<file path="src/rtl/audio_frame_scheduler.sv">
// Codec DAC timing master: derives BCLK/DACLRCK from CLOCK_50 and hands one
// buffered stereo frame to the serializer at every frame boundary.
module audio_frame_scheduler #(
  parameter int CLK_DIV          = 16,
  parameter int BITS_PER_FRAME   = 64,
  parameter int FIFO_DEPTH       = 4,
  parameter int MUTE_ON_UNDERRUN = 0
) (
  input  logic                        CLOCK_50,
  input  logic                        RESET_N,
  input  logic                        ENABLE,
  input  logic                        in_valid,
  output logic                        in_ready,
  input  logic [15:0]                 in_left,
  input  logic [15:0]                 in_right,
  output logic                        BCLK,
  output logic                        DACLRCK,
  output logic [15:0]                 leftSample,
  output logic [15:0]                 rightSample,
  output logic                        frame_tick,
  output logic [$clog2(FIFO_DEPTH):0] fifo_level,
  output logic [7:0]                  underrun_count,
  input  logic                        clear_underrun
);

  localparam int DW = $clog2(CLK_DIV);
  localparam int BW = $clog2(BITS_PER_FRAME);
  localparam int PW = $clog2(FIFO_DEPTH);
  localparam int LW = PW + 1;
  localparam logic [DW-1:0] DIV_LAST = DW'(CLK_DIV - 1);
  localparam logic [BW-1:0] BIT_LAST = BW'(BITS_PER_FRAME - 1);
  localparam logic [BW-1:0] BIT_HALF = BW'(BITS_PER_FRAME / 2);
  localparam logic [LW-1:0] DEPTH    = LW'(FIFO_DEPTH);

  typedef enum logic [1:0] {IDLE, RUN, STOP} state_e;

  state_e                         state_q, state_d;
  logic [DW-1:0]                  div_q, div_d;
  logic [BW-1:0]                  bit_q, bit_d;
  logic                           bclk_q, bclk_d;
  logic                           lrck_q, lrck_d;
  logic [15:0]                    left_q, right_q;
  logic                           tick_q;
  logic [7:0]                     ucnt_q;
  logic [LW-1:0]                  level_q, level_d;
  logic [PW-1:0]                  wptr_q, rptr_q;
  logic                           rdy_q;
  logic [FIFO_DEPTH-1:0][31:0]    mem_q;

  logic div_tc, fall, wrap, start, stop_done, frame_bnd;
  logic push, pop, underrun;

  always_comb begin
    state_d   = state_q;
    div_d     = div_q;
    bclk_d    = bclk_q;
    bit_d     = bit_q;
    lrck_d    = lrck_q;
    start     = 1'b0;
    stop_done = 1'b0;
    div_tc    = (state_q != IDLE) && (div_q == DIV_LAST);
    fall      = div_tc && bclk_q;
    wrap      = fall && (bit_q == BIT_LAST);
    case (state_q)
      IDLE: if (ENABLE) begin
        state_d = RUN;
        start   = 1'b1;
      end
      RUN:  if (!ENABLE) state_d = STOP;
      STOP: if (ENABLE) state_d = RUN;
            else if (wrap) begin
              state_d   = IDLE;
              stop_done = 1'b1;
            end
      default: state_d = IDLE;
    endcase
    // Leaving IDLE starts the left half immediately; finishing STOP parks all at 0.
    if (state_q == IDLE || stop_done) begin
      div_d  = '0;
      bclk_d = 1'b0;
      bit_d  = '0;
      lrck_d = start;
    end else begin
      div_d  = div_tc ? '0 : div_q + 1'b1;
      bclk_d = bclk_q ^ div_tc;
      if (fall) begin
        bit_d  = wrap ? '0 : bit_q + 1'b1;
        lrck_d = (bit_d < BIT_HALF);
      end
    end
    frame_bnd = start || (wrap && !stop_done);
  end

  assign push     = in_valid && rdy_q;
  assign pop      = frame_bnd && (level_q != '0);
  assign underrun = frame_bnd && (level_q == '0);
  assign level_d  = level_q + LW'(push) - LW'(pop);

  always_ff @(posedge CLOCK_50 or negedge RESET_N) begin
    if (!RESET_N) begin
      state_q <= IDLE;
      div_q   <= '0;
      bclk_q  <= 1'b0;
      bit_q   <= '0;
      lrck_q  <= 1'b0;
      left_q  <= '0;
      right_q <= '0;
      tick_q  <= 1'b0;
      ucnt_q  <= '0;
      level_q <= '0;
      wptr_q  <= '0;
      rptr_q  <= '0;
      rdy_q   <= 1'b0;
    end else begin
      state_q <= state_d;
      div_q   <= div_d;
      bclk_q  <= bclk_d;
      bit_q   <= bit_d;
      lrck_q  <= lrck_d;
      tick_q  <= frame_bnd;
      level_q <= level_d;
      rdy_q   <= (level_d < DEPTH);
      if (push) wptr_q <= wptr_q + 1'b1;
      if (pop) begin
        rptr_q  <= rptr_q + 1'b1;
        left_q  <= mem_q[rptr_q][31:16];
        right_q <= mem_q[rptr_q][15:0];
      end else if (underrun && (MUTE_ON_UNDERRUN != 0)) begin
        left_q  <= '0;
        right_q <= '0;
      end
      if (clear_underrun)                   ucnt_q <= '0;
      else if (underrun && ucnt_q != 8'hFF) ucnt_q <= ucnt_q + 8'd1;
    end
  end

  // Sample storage carries no reset; validity is tracked by level/pointers.
  always_ff @(posedge CLOCK_50) begin
    if (push) mem_q[wptr_q] <= {in_left, in_right};
  end

  assign in_ready       = rdy_q;
  assign BCLK           = bclk_q;
  assign DACLRCK        = lrck_q;
  assign leftSample     = left_q;
  assign rightSample    = right_q;
  assign frame_tick     = tick_q;
  assign fifo_level     = level_q;
  assign underrun_count = ucnt_q;

endmodule

</file>
<file path="config.mk">
export PLATFORM = sky130hd
export DESIGN_NAME = audio_frame_scheduler
export DESIGN_NICKNAME = d
export VERILOG_FILES = /design/src/rtl/audio_frame_scheduler.sv
export SDC_FILE = /design/constraint.sdc
export NUM_CORES = 1
export LEC_CHECK = 0
export BUFFER_PORTS_ARGS = -buffer_cell sky130_fd_sc_hd__buf_4
export CORE_UTILIZATION = 39
export CTS_BUF_LIST = sky130_fd_sc_hd__clkbuf_2 sky130_fd_sc_hd__clkbuf_4 sky130_fd_sc_hd__clkbuf_8
export CTS_CLUSTER_DIAMETER = 50
export DETAILED_ROUTE_END_ITERATION = 16
export PLACE_DENSITY = 0.67
export SLEW_MARGIN = 20
export SYNTH_ARGS = -nofsm -noshare
export SYNTH_HDL_FRONTEND = slang
export SYNTH_SLANG_ARGS = --single-unit
</file>
<file path="constraint.sdc">
create_clock -name CLOCK_50 -period 5.1 [get_ports CLOCK_50]
set_input_delay 0.51 -clock CLOCK_50 [delete_from_list [all_inputs] [get_ports CLOCK_50]]
set_output_delay 0.51 -clock CLOCK_50 [all_outputs]
set_load 0.01 [all_outputs]
</file>
After elaboration in Yosys (flattened, before gate mapping) --
Index checks and enable logic that the tools add are counted.
Operators by class: magnitude comparators 5, mux-type cells 25, bitwise operators 1, $add $sub $neg 7, equality and inequality tests 8, reductions and logical operators 19
Operators with widths (number):
- bitwise mux 128 bit | 1
- binary-select mux 32 bit (select 2 bit) | 1
- demux 32 bit (select 2 bit) | 1
- 2-to-1 mux 32 bit | 2
- 2-to-1 mux 6 bit | 3
- 2-to-1 mux 8 bit | 2
- logical AND 1 bit | 9
- adder 8 x 1 -> 8 bit (second input constant) | 1
- 2-to-1 mux 1 bit | 8
- 2-to-1 mux 2 bit | 4
- 2-to-1 mux 4 bit | 2
- != test 8 bit (second input constant) | 1
- adder 6 x 1 -> 6 bit (second input constant) | 1
- equality test 6 bit (second input constant) | 1
- < comparator 2 x 3 -> 1 bit (second input constant) | 2
- < comparator 6 bit (second input constant) | 1
- case mux 2 bit (3 select lines) | 1
- nonzero test 2 bit | 3
- adder 2 x 1 -> 2 bit (second input constant) | 2
- adder 4 x 1 -> 4 bit (second input constant) | 1
- equality test 4 bit (second input constant) | 1
- != test 2 bit (second input constant) | 2
- adder 3 x 1 -> 3 bit | 1
- zero test 3 bit | 1
- other kinds (12) | 13
Storage, ports and cells: flip-flop bits (word level) 191, word-level logic and storage cells 82, input port bits 37

Depth between registers and ports, before layout --
Gate-level depths: netlist of the first run.
depth in word-level cells 14, mapped depth 17, depth with buffers taken out 14

Worst setup path before layout of the first run --
Ideal clock, no wire load.
path type flip-flop to flip-flop, start point reg state_q[1], end point reg level_q[2], in the netlist fifo_level[2], data arrival time 3.376 ns, library setup time 0.121 ns, buffers on the path 3, stages on the path, launching flop included 17, slack 1.603 ns, clock period less this slack 3.497 ns, cell sequence dfrtp_1 nor2_1 nor2_1 ha_1 buf_2 and3_1 clkbuf_1 a32oi_4 nor2_4 buf_6 ha_1 inv_1 ha_1 fa_1 xnor2_1 xnor2_1 inv_1
Between the ends: longest elaborated chain between the ends 12
RTL lines:
- from (decl) | RTL line 37 | state_e state_q, state_d;
- from (signal assigned) | RTL line 115 | state_q <= state_d;
- nonzero test 2 bit | RTL line 61 | div_tc = (state_q != IDLE) && (div_q == DIV_LAST);
- logical AND 1 bit | RTL line 61
- logical AND 1 bit | RTL line 62 | fall = div_tc && bclk_q;
- logical AND 1 bit | RTL line 63 | wrap = fall && (bit_q == BIT_LAST);
- 2-to-1 mux 1 bit | RTL line 71 | else if (wrap) begin
- 2-to-1 mux 1 bit | RTL line 70 | STOP: if (ENABLE) state_d = RUN;
- 2-to-1 mux 1 bit | RTL line 64 | case (state_q)
- zero test 1 bit | RTL line 91 | frame_bnd = start || (wrap && !stop_done);
- logical AND 1 bit | RTL line 91
- logical OR 1 bit (*) | RTL line 91
- logical AND 1 bit (*) | RTL line 95 | assign pop = frame_bnd && (level_q != '0);
- net pop | RTL line 51 | logic push, pop, underrun;
- subtractor 3 x 1 -> 3 bit (*) | RTL line 97 | assign level_d = level_q + LW'(push) - LW'(pop);
- net level_d[2] | RTL line 45 | logic [LW-1:0] level_q, level_d;
- to (signal assigned) | RTL line 121 | level_q <= level_d;
- to (decl) | RTL line 45
The timed path passes the listed nets; every way through them passes the cells marked *. A chain may end at the register's enable or synchronous reset.

Worst setup path in the final report of the first run --
start point reg state_q[1], end point reg level_q[2], in the netlist fifo_level[2]
Between the ends: longest elaborated chain between the ends 12
RTL lines (RTL line):
- nonzero test 2 bit | 61
- logical AND 1 bit | 61
- logical AND 1 bit | 62
- logical AND 1 bit | 63
- 2-to-1 mux 1 bit | 71
- 2-to-1 mux 1 bit | 70
- 2-to-1 mux 1 bit | 64
- zero test 1 bit | 91
- logical AND 1 bit | 91
- logical OR 1 bit (*) | 91
- logical AND 1 bit (*) | 95
- subtractor 3 x 1 -> 3 bit (*) | 97
- net level_d[2] | 45
Marked as above.

==> summary.md, run 1 <==
| Metric | Value |
|---|---|
| Root buf cell | clkbuf_8 |
| Met3 Wirelength | 745 um |
| Slew Limit Headroom | 0.314 |
| CP Launch Type | flip-flop |
| Critical Path AT | 4.49 ns |
| Top Ports | 84 |
| Setup_tns | 0 ns |
| Synth unique cells | 39 |
| Syn Inst Count | 391 |
| Tot GR Track Use | 0.146 |
| Initial Util | 0.400 |
| Sequential area share after synthesis | 0.722 |
| Setup Fix Bufs, Post-CTS | 0 |
| CP endpoint kind | flip-flop |
| Synth async-reset ratio | 0.330 |
| Total CTS buffers | 17 |
| Routed met2 length | 6.82 mm |
| Post-Place Worst Slack | 0.962 ns |
| Core area | 18,800 sq um |
| Peak Freq | 0.241 GHz |
| Max Used Layer | met4 |
| Vias/cell | 5.18 |
| PnR worst setup slack | 0.955 ns |
| CTS resizes | 0 |
| First-pass GRT wire length | 21.5 mm |
| Status | complete, no violations |
| Residual DRC count | 0 |
| Most frequent cell on the critical path | ha_1 |
| Layout cells sized above 1 | 0.391 |
| Antenna viol nets, final | 0 |
| GR Overflow Total | 0 |
| Via count | 3,757 |
| Port Buffers | 83 |
| CP Class | flip-flop to flip-flop |
| Final layout net count | 526 |
| Slew Limit Fails | 0 |
| Hold Path Class | input pin to async pin |
| Crit path time final | 4.14 ns |
| Slowest library cell on the worst path | nor2_1 |
| Critical path cell sequence | nor2_1 -> nor2_1 -> ha_1 -> and3_1 -> a32oi_4 -> nor2_4 -> buf_4 -> ha_1 -> inv_1 -> ha_1 -> fa_1 -> xnor2_1 -> xnor2_1 -> inv_1 |
| Synthesized area per cell | 19.2 sq um |
| Die area | 19,800 sq um |
| Synth Net Count | 439 |
| Worst clock skew | 0.0227 ns |
| Drt first pass iters | 4 |
| Wire per inst | 18.8 um |
| Final critical-path share of the clock period | 0.813 |
| Yosys warnings | 0 |
| Fin. Hold Viols | 0 |
| Reg2Reg Depth | 14 |
| Dpl hpwl | 8.17 mm |
| Maximum clock path buffer count | 2 |
| Clock sink count | 191 |
| Worst slew pin tran | 1.02 ns |
| Seq cells post-synth | 191 |
| WL met1 | 5.94 mm |
| Post-synth EDFFs | 128 |
| Power density cells | 505 nW/um^2 |
| Ant. Diodes | 0 |
| Post-Syn Area | 7510 sq um |
| CP max stage delay | 0.54 ns |
| Hold buffer count at CTS | 0 |
| Vias in the first global route | 3,975 |
| Clock latency on the worst-skew pair | 0.46 ns |
| Clock-pin slew on the worst setup and hold paths | 0.10 ns |
| Layout area overhead | 16.6% |
| Static leakage | 3.29 nW |
| Drt total wl | 13.6 mm |
| Initial DRC Count | 151 |
| H-tree Lvls | 4 |
| Worst IR Drop VDD | 0.342 mV |
| CP required | 5.45 ns |
| Largest net degree at the start of global routing | 64 |
| MaxCap Viol Count | 0 |
| Synth Flop Type | edfxtp_1 |
| Crit-path max FO | 34 |
| Chip Width | 141 um |
| Unrepaired setup endpoints after global routing | no |
| Die Ht | 141 um |
| Setup violations, final | 0 |
| TritonCTS clock tree | built |
| Initial antenna violation count | 0 |
| Placement row count | 50 |
| Routability cong. | 0.830 |
## cell type report
cell class | count | area [sq um]
fill | 1610 | 10000
multi-input combinational | 175 | 1970
clock inverter | 11 | 121
sequential | 191 | 5420
tap | 234 | 293
inverter | 8 | 30.0
clock buffer | 21 | 277
timing repair buffer | 85 | 638
## worst max-delay path, delay by kind of cell (launching register included)
kind	cells	cell delay (ns)
XOR/XNOR	2	0.35
flip-flops	1	0.45
buffers and inverters	3	0.45
AND/OR/NAND/NOR	4	1.03
AO/OA/AOI/OAI	1	0.49
adder cells (fa/ha/maj)	4	1.25
## through the flow
step	cells	power (mW)	hold slack [ns]	instance area, sq um	util
after global placement	693	3.46	0.441	8360	0.445
final	725	4.42	0.166	8750	0.466
after floorplan	391	3.01	0.214	7510	-
after global routing	725	4.65	0.206	8750	0.466
after CTS	725	4.49	0.181	8750	0.466
after detailed placement	693	3.51	0.457	8360	0.445
## worst paths after layout
path,start,slack (ns),endpoint
setup / recovery,state_q[1],0.96,fifo_level[2]
hold / removal,RESET_N,0.17,underrun_count[0]
setup reg to reg,state_q[1],0.96,fifo_level[2]
hold reg to reg,div_q[0],0.47,div_q[0]
max in group asynchronous,RESET_N,4.34,rptr_q[0]
min in group CLOCK_50,in_right[0],0.25,mem_q[0]
## where the power goes
part,switching [mW],internal (mW),total [mW]
Combinational,0.483,0.710,1.19
Clock,0.544,0.439,0.983
Sequential,0.254,1.99,2.25
Total,1.28,3.14,4.42
## per-layer routing
metal | vias to the layer above | track usage
met5 | - | 0
met4 | 0 | 0.0406
met3 | 16 | 0.0476
met2 | 95 | 0.245
met1 | 1945 | 0.181
li1 | 1701 | -
## cells by family (layout without fill, tap and decap cells)
group                    after synthesis  after routing  share of synthesized area
multiplexers                          67             67                      0.162
buffers and inverters                 25            125                     0.0160
XOR/XNOR                               9              9                     0.0105
AO/OA/AOI/OAI                         34             34                     0.0303
adder cells (fa/ha/maj)               11             11                     0.0193
flip-flops                           191            191                      0.722
AND/OR/NAND/NOR                       54             54                     0.0398
## Yosys cell counts (2+ instances only)
master,instances,area (sq um)
edfxtp_1,128,3840
dfrtp_1,63,1580
mux4_2,32,721
mux2_4,28,420
a21oi_1,13,65.1
nor2_1,11,41.3
ha_1,10,125
nand3_1,10,50.1
and3_1,9,56.3
clkbuf_1,9,33.8
inv_1,8,30.0
nand2_1,7,26.3
o21ai_0,7,35.0
mux2_2,5,56.3
o31ai_1,5,37.5
xor2_1,5,43.8
or3_1,4,25.0
or4_1,4,30.0
xnor2_1,4,35.0
buf_2,3,15.0
buf_6,3,33.8
a21boi_0,2,15.0
a21o_1,2,15.0
and2_1,2,12.5
buf_1,2,7.51
mux2i_1,2,20.0
## flip-flops by register name, indices dropped and copies added (netlist names), 2 cells and up
name / count
bit_q: 6
div_q: 4
fifo_level: 3
leftSample: 16
mem_q: 128
rightSample: 16
rptr_q: 2
state_q: 2
underrun_count: 8
wptr_q: 2
## cells in the final DEF (no fill, tap or decap), types with 5 or more instances in the layout
cell        n
nand2_1     7
nand3_1    10
buf_4      85
a21oi_1    13
xor2_1      5
ha_1       10
and3_1      5
nor2_1     11
edfxtp_1  128
mux2_4     28
o31ai_1     5
inv_1       8
mux2_2      5
o21ai_0     7
clkbuf_8   19
mux4_2     32
dfrtp_1    61
No activity file was read; power rests on OpenSTA's default activity.
==> run 2: changes to the inputs <==
--- a/config.mk
+++ b/config.mk
@@ -10,7 +10,7 @@
 export CTS_BUF_LIST = sky130_fd_sc_hd__clkbuf_2 sky130_fd_sc_hd__clkbuf_4 sky130_fd_sc_hd__clkbuf_8
 export CTS_CLUSTER_DIAMETER = 50
 export DETAILED_ROUTE_END_ITERATION = 16
-export PLACE_DENSITY = 0.67
+export PLACE_DENSITY = 0.69
 export SLEW_MARGIN = 20
 export SYNTH_ARGS = -nofsm -noshare
 export SYNTH_HDL_FRONTEND = slang
==> constraint.sdc (replaced) <==
create_clock -name CLOCK_50 -period 3.4 [get_ports CLOCK_50]
set_input_delay 0.34 -clock CLOCK_50 [delete_from_list [all_inputs] [get_ports CLOCK_50]]
set_output_delay 0.34 -clock CLOCK_50 [all_outputs]
set_load 0.01 [all_outputs]
==> run 2 against run 1 <==
The flow now finishes with violations (negative hold slack); total power is 50% higher; maximum frequency is 35% higher; register-to-register slack worse by 0.62 ns; sequential share of layout area shrank 0.097 points; critical path depth stayed put; utilization rose by 0.073 points; hold slack worse by 0.21 ns.
==> summary.md, run 2 (synthesized netlist as in run 1, its figures left out) <==
| Metric | Value |
|---|---|
| Setup violations, final | 0 (unchanged) |
| TritonCTS clock tree | built (unchanged) |
| Drt first pass iters | 4 (unchanged) |
| Clock latency on the worst-skew pair | 0.46 ns (about the same) |
| Initial Util | 0.400 (unchanged) |
| Most frequent cells in the layout | 128 x edfxtp_1, 88 x buf_4, 61 x dfrtp_1 (was 128 x edfxtp_1, 85 x buf_4, 61 x dfrtp_1) |
| Worst clock skew | 0.0184 ns (was 0.0227 ns) |
| Chip Width | 141 um (unchanged) |
| Worst IR Drop VDD | 0.485 mV (was 0.342 mV) |
| Routability cong. | 0.794 (was 0.830) |
| Tot GR Track Use | 0.148 (was 0.146) |
| CP Launch Type | flip-flop (unchanged) |
| Drt total wl | 13.5 mm (was 13.6 mm) |
| Power density cells | 756 nW/um^2 (was 505 nW/um^2) |
| H-tree Lvls | 4 (unchanged) |
| GR Overflow Total | 0 (unchanged) |
| Crit path time final | 3.06 ns (was 4.14 ns) |
| R2r startpoint | div_q[0] (was state_q[1]) |
| Clock-pin slew on the worst setup and hold paths | 0.10 ns (about the same) |
| Root buf cell | clkbuf_8 (unchanged) |
| Port Buffers | 83 (unchanged) |
| Crit path to | fifo_level[2] (unchanged) |
| Crit. Startpoint | div_q[0] (was state_q[1]) |
| Ant. Diodes | 0 (unchanged) |
| Core area | 18,800 sq um (unchanged) |
| Area of the multi-input gates | 1980 sq um (was 1970 sq um) |
| Dpl hpwl | 8.01 mm (was 8.17 mm) |
| Via count | 3,741 (was 3,757) |
| Vias in the first global route | 4,020 (was 3,975) |
| Die Ht | 141 um (unchanged) |
| Residual DRC count | 0 (unchanged) |
| Setup_tns | 0 ns (unchanged) |
| Final layout net count | 529 (was 526) |
| CP endpoint kind | flip-flop (unchanged) |
| CTS resizes | 0 (unchanged) |
| CP Depth | 14 (unchanged) |
| CP required | 3.75 ns (was 5.45 ns) |
| Die area | 19,800 sq um (unchanged) |
| Crit path max-delay family | adder cells (unchanged) |
| R2R Setup Slk | 0.34 ns (was 0.96 ns) |
| Slowest library cell on the worst path | dfrtp_1 (was nor2_1) |
| Unrepaired setup endpoints after global routing | no (unchanged) |
| Vias/cell | 5.14 (was 5.18) |
| Fin. Hold Viols | 11 (was 0) |
| Layout area overhead | 16.8% (was 16.6%) |
| Crit-path max FO | 7 (was 34) |
| Largest net degree at the start of global routing | 64 (unchanged) |
| CP max stage delay | 0.41 ns (was 0.54 ns) |
| Setup Fix Bufs, Post-CTS | 0 (unchanged) |
| Status | finished, violations left (was complete, no violations) |
| Fillers | 1,599 (was 1,610) |
| Register area | 5420 sq um (unchanged) |
| Initial antenna violation count | 0 (unchanged) |
| Critical Path AT | 3.41 ns (was 4.49 ns) |
| Peak Freq | 0.327 GHz (was 0.241 GHz) |
| Worst slew pin tran | 1.02 ns (about the same) |
| Final critical-path share of the clock period | 0.900 (was 0.813) |
| Leading cell type in the layout, fill and taps excluded | edfxtp_1 (unchanged) |
| Hold WS | -0.0396 ns (was 0.166 ns) |
| Slew Limit Fails | 0 (unchanged) |
| Buf+Inv Stages, Crit Path | 2 (was 3) |
| Initial DRC Count | 198 (was 151) |
| Maximum clock path buffer count | 2 (unchanged) |
| Hold buffer count at CTS | 0 (unchanged) |
| Placement row count | 50 (unchanged) |
| Failing checks | negative hold slack |
| Clock sink count | 191 (unchanged) |
| First-pass GRT wire length | 21.9 mm (was 21.5 mm) |
| CP Class | flip-flop to flip-flop (unchanged) |
| Largest Register | mem_q (unchanged) |
| Hold Path Class | input pin to async pin (unchanged) |
| Layout cells sized above 1 | 0.397 (was 0.391) |
| Static leakage | 3.32 nW (was 3.29 nW) |
| Wire per inst | 18.5 um (was 18.8 um) |
| Critical path cell sequence | ha_1 -> nand3_1 -> nor2_1 -> ha_1 -> and3_1 -> a32oi_4 -> nor2_4 -> ha_1 -> inv_1 -> ha_1 -> fa_1 -> xnor2_1 -> xnor2_1 -> inv_1 (was nor2_1 -> nor2_1 -> ha_1 -> and3_1 -> a32oi_4 -> nor2_4 -> buf_4 -> ha_1 -> inv_1 -> ha_1 -> fa_1 -> xnor2_1 -> xnor2_1 -> inv_1) |
| Antenna viol nets, final | 0 (unchanged) |
| Worst R2R End | fifo_level[2] (unchanged) |
| Reg2Reg Depth | 14 (unchanged) |
| Non-filler cells, final | 728 (was 725) |
| Placed Cells | 696 (was 693) |
| Total CTS buffers | 17 (unchanged) |
| Max reg flops | 128 (unchanged) |
| MaxCap Viol Count | 0 (unchanged) |
| Top Ports | 84 (unchanged) |
| Slew Limit Headroom | 0.315 (was 0.314) |
| Most frequent cell on the critical path | ha_1 (unchanged) |
-- run 2: layer usage --
metal | track usage | part of all wire | up-vias
met5 | 0 | 0 | -
met4 | 0.0423 | 0.0090 | 0
met3 | 0.0459 | 0.053 | 11
met2 | 0.246 | 0.51 | 96
met1 | 0.188 | 0.43 | 1931
li1 | - | - | 1703
-- run 2: final cells by class --
cell class,instances,area share
flip-flops and latches,191,0.618
clock buffers,18,0.0275
clock inverters,14,0.0166
repair buffers,88,0.0753
multi-input cells,175,0.225
inverters,8,0.00342
well taps,234,0.0334
-- run 2: worst register-to-register path, cell delays in order (launching register included) --
cell and delay [ns]:
dfrtp_1 0.41, ha_1 0.24, nand3_1 0.10, nor2_1 0.05, ha_1 0.27, and3_1 0.31
a32oi_4 0.25, nor2_4 0.06, ha_1 0.28, inv_1 0.04, ha_1 0.18, fa_1 0.37
xnor2_1 0.20, xnor2_1 0.16, inv_1 0.06
-- run 2: per-stage QoR --
step | total power [mW] | utilization | worst slack (ns) | area, sq um
5_1_grt | 6.99 | 0.467 | 0.117 | 8770
3_5_place_dp | 5.27 | 0.447 | 0.333 | 8380
6_report | 6.63 | 0.467 | 0.340 | 8770
2_1_floorplan | 4.51 | - | 0.0353 | 7510
3_3_place_gp | 5.21 | 0.447 | 0.418 | 8380
4_1_cts | 6.74 | 0.467 | 0.322 | 8770
-- run 2: report_power, final --
part,internal [mW],leakage [nW],total (mW),switching (mW)
sequential,2.99,1.94,3.39,0.397
combinational,1.07,1.17,1.77,0.698
clock,0.620,0.205,1.47,0.850
total,4.68,3.32,6.63,1.95
-- run 2: how the worst min path moves through the flow --
stage,endpoint,slack [ns],cells past startpoint
2_1_floorplan,BCLK,0.04,0
3_3_place_gp,div_q[0],0.44,1
3_5_place_dp,div_q[0],0.47,1
4_1_cts,underrun_count[3],0.009,1
5_1_grt,underrun_count[1],0.02,1
6_report,underrun_count[0],-0.04,1
==> run 3: changes to the inputs <==
--- a/config.mk
+++ b/config.mk
@@ -5,7 +5,9 @@
 export SDC_FILE = /design/constraint.sdc
 export NUM_CORES = 1
 export LEC_CHECK = 0
+export ABC_AREA = 1
 export BUFFER_PORTS_ARGS = -buffer_cell sky130_fd_sc_hd__buf_4
+export CORE_ASPECT_RATIO = 0.5
 export CORE_UTILIZATION = 39
 export CTS_BUF_LIST = sky130_fd_sc_hd__clkbuf_2 sky130_fd_sc_hd__clkbuf_4 sky130_fd_sc_hd__clkbuf_8
 export CTS_CLUSTER_DIAMETER = 50
==> constraint.sdc (replaced) <==
create_clock -name CLOCK_50 -period 2.6 [get_ports CLOCK_50]
set_input_delay 0.26 -clock CLOCK_50 [delete_from_list [all_inputs] [get_ports CLOCK_50]]
set_output_delay 0.26 -clock CLOCK_50 [all_outputs]
set_load 0.01 [all_outputs]
==> run 3 against run 2 <==
The flow now finishes without violations; non-clock buffer count grew 47; utilization grew 3.9 points; sequential share of layout area shrank 4.9 points; count of clock-buffer cells in the layout shrank 1.
==> summary.md, run 3 <==
| Metric | Value |
|---|---|
| Status | complete, no violations (was finished, violations left) |
| Peak Freq | 0.402 GHz (was 0.327 GHz) |
| Total CTS buffers | 17 (unchanged) |
| Initial Util | 0.408 (was 0.400) |
| Slew Limit Fails | 0 (unchanged) |
| Slew Limit Headroom | 0.404 (was 0.315) |
| Crit-path max FO | 8 (was 7) |
| Final critical-path share of the clock period | 0.956 (was 0.900) |
| Die area | 20,300 sq um (was 19,800 sq um) |
| MaxCap Viol Count | 0 (unchanged) |
| Slowest library cell on the worst path | dfrtp_1 (unchanged) |
| Leading cell type in the layout, fill and taps excluded | nand2_1 (was edfxtp_1) |
| R2r startpoint | div_q[0] (unchanged) |
| Root buf cell | clkbuf_8 (unchanged) |
| HP Start | in_right[0] |
| CP Class | flip-flop to flip-flop (unchanged) |
| Yosys warnings | 0 (unchanged) |
| Synth Net Count | 730 (was 439) |
| Drt first pass iters | 4 (unchanged) |
| Post-Syn Area | 7690 sq um (was 7510 sq um) |
| Clock latency on the worst-skew pair | 0.45 ns (was 0.46 ns) |
| Overall power | 8.95 mW (was 6.63 mW) |
| Area of the multi-input gates | 2080 sq um (was 1980 sq um) |
| Chip Width | 201 um (was 141 um) |
| Synthesized area per cell | 11.3 sq um (was 19.2 sq um) |
| CP endpoint kind | flip-flop (unchanged) |
| Maximum clock path buffer count | 2 (unchanged) |
| Tot GR Track Use | 0.157 (was 0.148) |
| Critical Path AT | 2.83 ns (was 3.41 ns) |
| Biggest area consumer among synthesized cells | edfxtp_1 (unchanged) |
| Crit path time final | 2.49 ns (was 3.06 ns) |
| Most frequent cells in the layout | 137 x nand2_1, 128 x edfxtp_1, 117 x nor2_1 (was 128 x edfxtp_1, 88 x buf_4, 61 x dfrtp_1) |
| Top post-synthesis cells by count | 139 x nand2_1, 128 x edfxtp_1, 123 x nor2_1 (was 128 x edfxtp_1, 63 x dfrtp_1, 32 x mux4_2) |
| Top cells by area, synth | edfxtp_1 50%, dfrtp_1 21%, nand2_1 6.8% (was edfxtp_1 51%, dfrtp_1 21%, mux4_2 9.6%) |
| Vias in the first global route | 5,069 (was 4,020) |
| Residual DRC count | 0 (unchanged) |
| Initial DRC Count | 254 (was 198) |
| Wire per inst | 14.3 um (was 18.5 um) |
| Max reg flops | 128 (unchanged) |
| Static leakage | 3.87 nW (was 3.32 nW) |
| PnR worst setup slack | 0.114 ns (was 0.340 ns) |
| Crit path max-delay family | adder cells (unchanged) |
| Antenna viol nets, final | 0 (unchanged) |
| H-tree Lvls | 4 (unchanged) |
| Layout cells sized above 1 | 0.199 (was 0.397) |
| Largest net degree at the start of global routing | 64 (unchanged) |
| CP max stage delay | 0.41 ns (about the same) |
| Initial antenna violation count | 0 (unchanged) |
| Synth Flop Type | edfxtp_1 (unchanged) |
| Fillers | 1,673 (was 1,599) |
| Syn Inst Count | 682 (was 391) |
| Count leader, synth | nand2_1 (was edfxtp_1) |
| Setup violations, final | 0 (unchanged) |
| Synth top area share | 0.500 (was 0.512) |
| Worst slew pin tran | 0.894 ns (was 1.02 ns) |
| Final layout net count | 856 (was 529) |
| Drt total wl | 15.5 mm (was 13.5 mm) |
| Hold Path Class | input pin to flip-flop (was input pin to async pin) |
| Sequential area share after synthesis | 0.705 (was 0.722) |
| CP required | 2.94 ns (was 3.75 ns) |
| Seq cells post-synth | 191 (unchanged) |
| Buf+Inv Stages, Crit Path | 4 (was 2) |
| Largest Register | mem_q (unchanged) |
| Placement row count | 35 (was 50) |
| Top Ports | 84 (unchanged) |
| Port Buffers | 83 (unchanged) |
| Fin. Hold Viols | 0 (was 11) |
| Vias/cell | 4.80 (was 5.14) |
| Layout area overhead | 23.9% (was 16.8%) |
| Synth async-reset ratio | 0.330 (unchanged) |
| CP Launch Type | flip-flop (unchanged) |
| First-pass GRT wire length | 25.2 mm (was 21.9 mm) |
| Routability cong. | 0.785 (was 0.794) |
| Via count | 5,180 (was 3,741) |
| Crit. Startpoint | div_q[0] (unchanged) |
| Dpl hpwl | 9.43 mm (was 8.01 mm) |
| Die Ht | 101 um (was 141 um) |
| TritonCTS clock tree | built (unchanged) |
| Clock-pin slew on the worst setup and hold paths | 0.11 ns (was 0.10 ns) |
| Ant. Diodes | 0 (unchanged) |
| Power density cells | 940 nW/um^2 (was 756 nW/um^2) |
| Critical path cell sequence | ha_1 -> nand2_2 -> nor2_4 -> ha_4 -> inv_2 -> nor2_4 -> nand3_2 -> nand2_4 -> nand2_4 -> clkinv_4 -> ha_4 -> inv_2 -> ha_4 -> fa_2 -> xor2_2 -> inv_1 (was ha_1 -> nand3_1 -> nor2_1 -> ha_1 -> and3_1 -> a32oi_4 -> nor2_4 -> ha_1 -> inv_1 -> ha_1 -> fa_1 -> xnor2_1 -> xnor2_1 -> inv_1) |
| Worst clock skew | 0.0225 ns (was 0.0184 ns) |
| Core area | 18,800 sq um (about the same) |
| Synth unique cells | 28 (was 39) |
| Worst IR Drop VDD | 0.411 mV (was 0.485 mV) |
| Clock sink count | 191 (unchanged) |
| Register area | 5420 sq um (unchanged) |
| Post-synth EDFFs | 128 (unchanged) |
| Most frequent cell on the critical path | ha_4 (was ha_1) |
| Post-Place Worst Slack | 0.0330 ns (was 0.333 ns) |
| GR Overflow Total | 0 (unchanged) |
-- run 3: changes by cell type in the layout (fill, tap and decap cells not counted), sizes merged, moves of 9 or more --
cell / change
and3: -9
o21ai: +94
nand3: +9
inv: +26
dlygate4sd3: +32
buf: +15
nand2: +135
mux4: -32
nor2: +113
mux2: -33
-- run 3: per-layer routing --
metal | wire length [um] | up-vias | global-route usage
met1 | 7260 | 2534 | 0.201
met4 | 99 | 0 | 0.0405
li1 | - | 2547 | -
met5 | 0 | - | 0
met3 | 466 | 8 | 0.0306
met2 | 7640 | 91 | 0.278
-- run 3: power breakdown --
part | total (mW) | leakage (nW) | switching (mW) | internal [mW]
sequential | 4.21 | 1.96 | 0.319 | 3.90
clock | 2.02 | 0.216 | 1.24 | 0.774
combinational | 2.72 | 1.69 | 1.64 | 1.08
-- run 3: repair_timing --
action | 4_1_cts | 5_1_grt
resized for setup | 0 | 5
pin swaps | 0 | 4
endpoints found under the hold margin | 183 | 1
hold buffers | 31 | 1
setup buffers | 1 | 1
endpoints found under the setup margin | 1 | 2
-- run 3: area by class of cell --
type                       count  share of cell area
clock inverter                15              0.0208
timing repair buffer         135               0.119
sequential                   191               0.569
clock buffer                  17              0.0246
inverter                      34              0.0139
multi-input combinational    429               0.219
tap                          259              0.0340
-- run 3: worst register-to-register path, cell delays in order, from the launching register on --
cell and delay (ns):
dfrtp_1 0.41, ha_1 0.23, nand2_2 0.11, nor2_4 0.05
ha_4 0.16, inv_2 0.08, nor2_4 0.04, nand3_2 0.07
nand2_4 0.09, nand2_4 0.10, clkinv_4 0.05, ha_4 0.25
inv_2 0.04, ha_4 0.14, fa_2 0.35, xor2_2 0.16
inv_1 0.05
-- run 3: worst paths after layout --
check / cells after the start / slack (ns) / endpoint
max: 16 / 0.11 / in_ready
min in group asynchronous: 2 / 0.43 / leftSample[2]
max reg2reg: 16 / 0.11 / in_ready
min: 1 / 0.03 / mem_q[0]
max in group asynchronous: 2 / 1.51 / rptr_q[0]
min reg2reg: 1 / 0.48 / div_q[0]
-- run 3: cell families after synthesis --
| logic type | Yosys count | synth area share |
|---|---|---|
| and+or+nand+nor | 297 | 0.156 |
| DFF | 191 | 0.705 |
| AOI/OAI and AO/OA | 112 | 0.0737 |
| buffers and inverters | 62 | 0.0363 |
| adders and majority gates | 11 | 0.0189 |
| xor gates and xnor gates | 9 | 0.0103 |
-- run 3: through the flow --
step	TNS, ns	utilization	hold WS (ns)	cells	cell area [sq um]
after CTS	0	0.503	0.000171	1078	9480
final	0	0.506	0.0277	1080	9530
after floorplan	-0.0638	-	-0.0356	682	7720
after global placement	0	0.464	0.430	1014	8730
after detailed placement	0	0.464	0.440	1014	8730
after global routing	-0.0208	0.506	0.00151	1080	9530
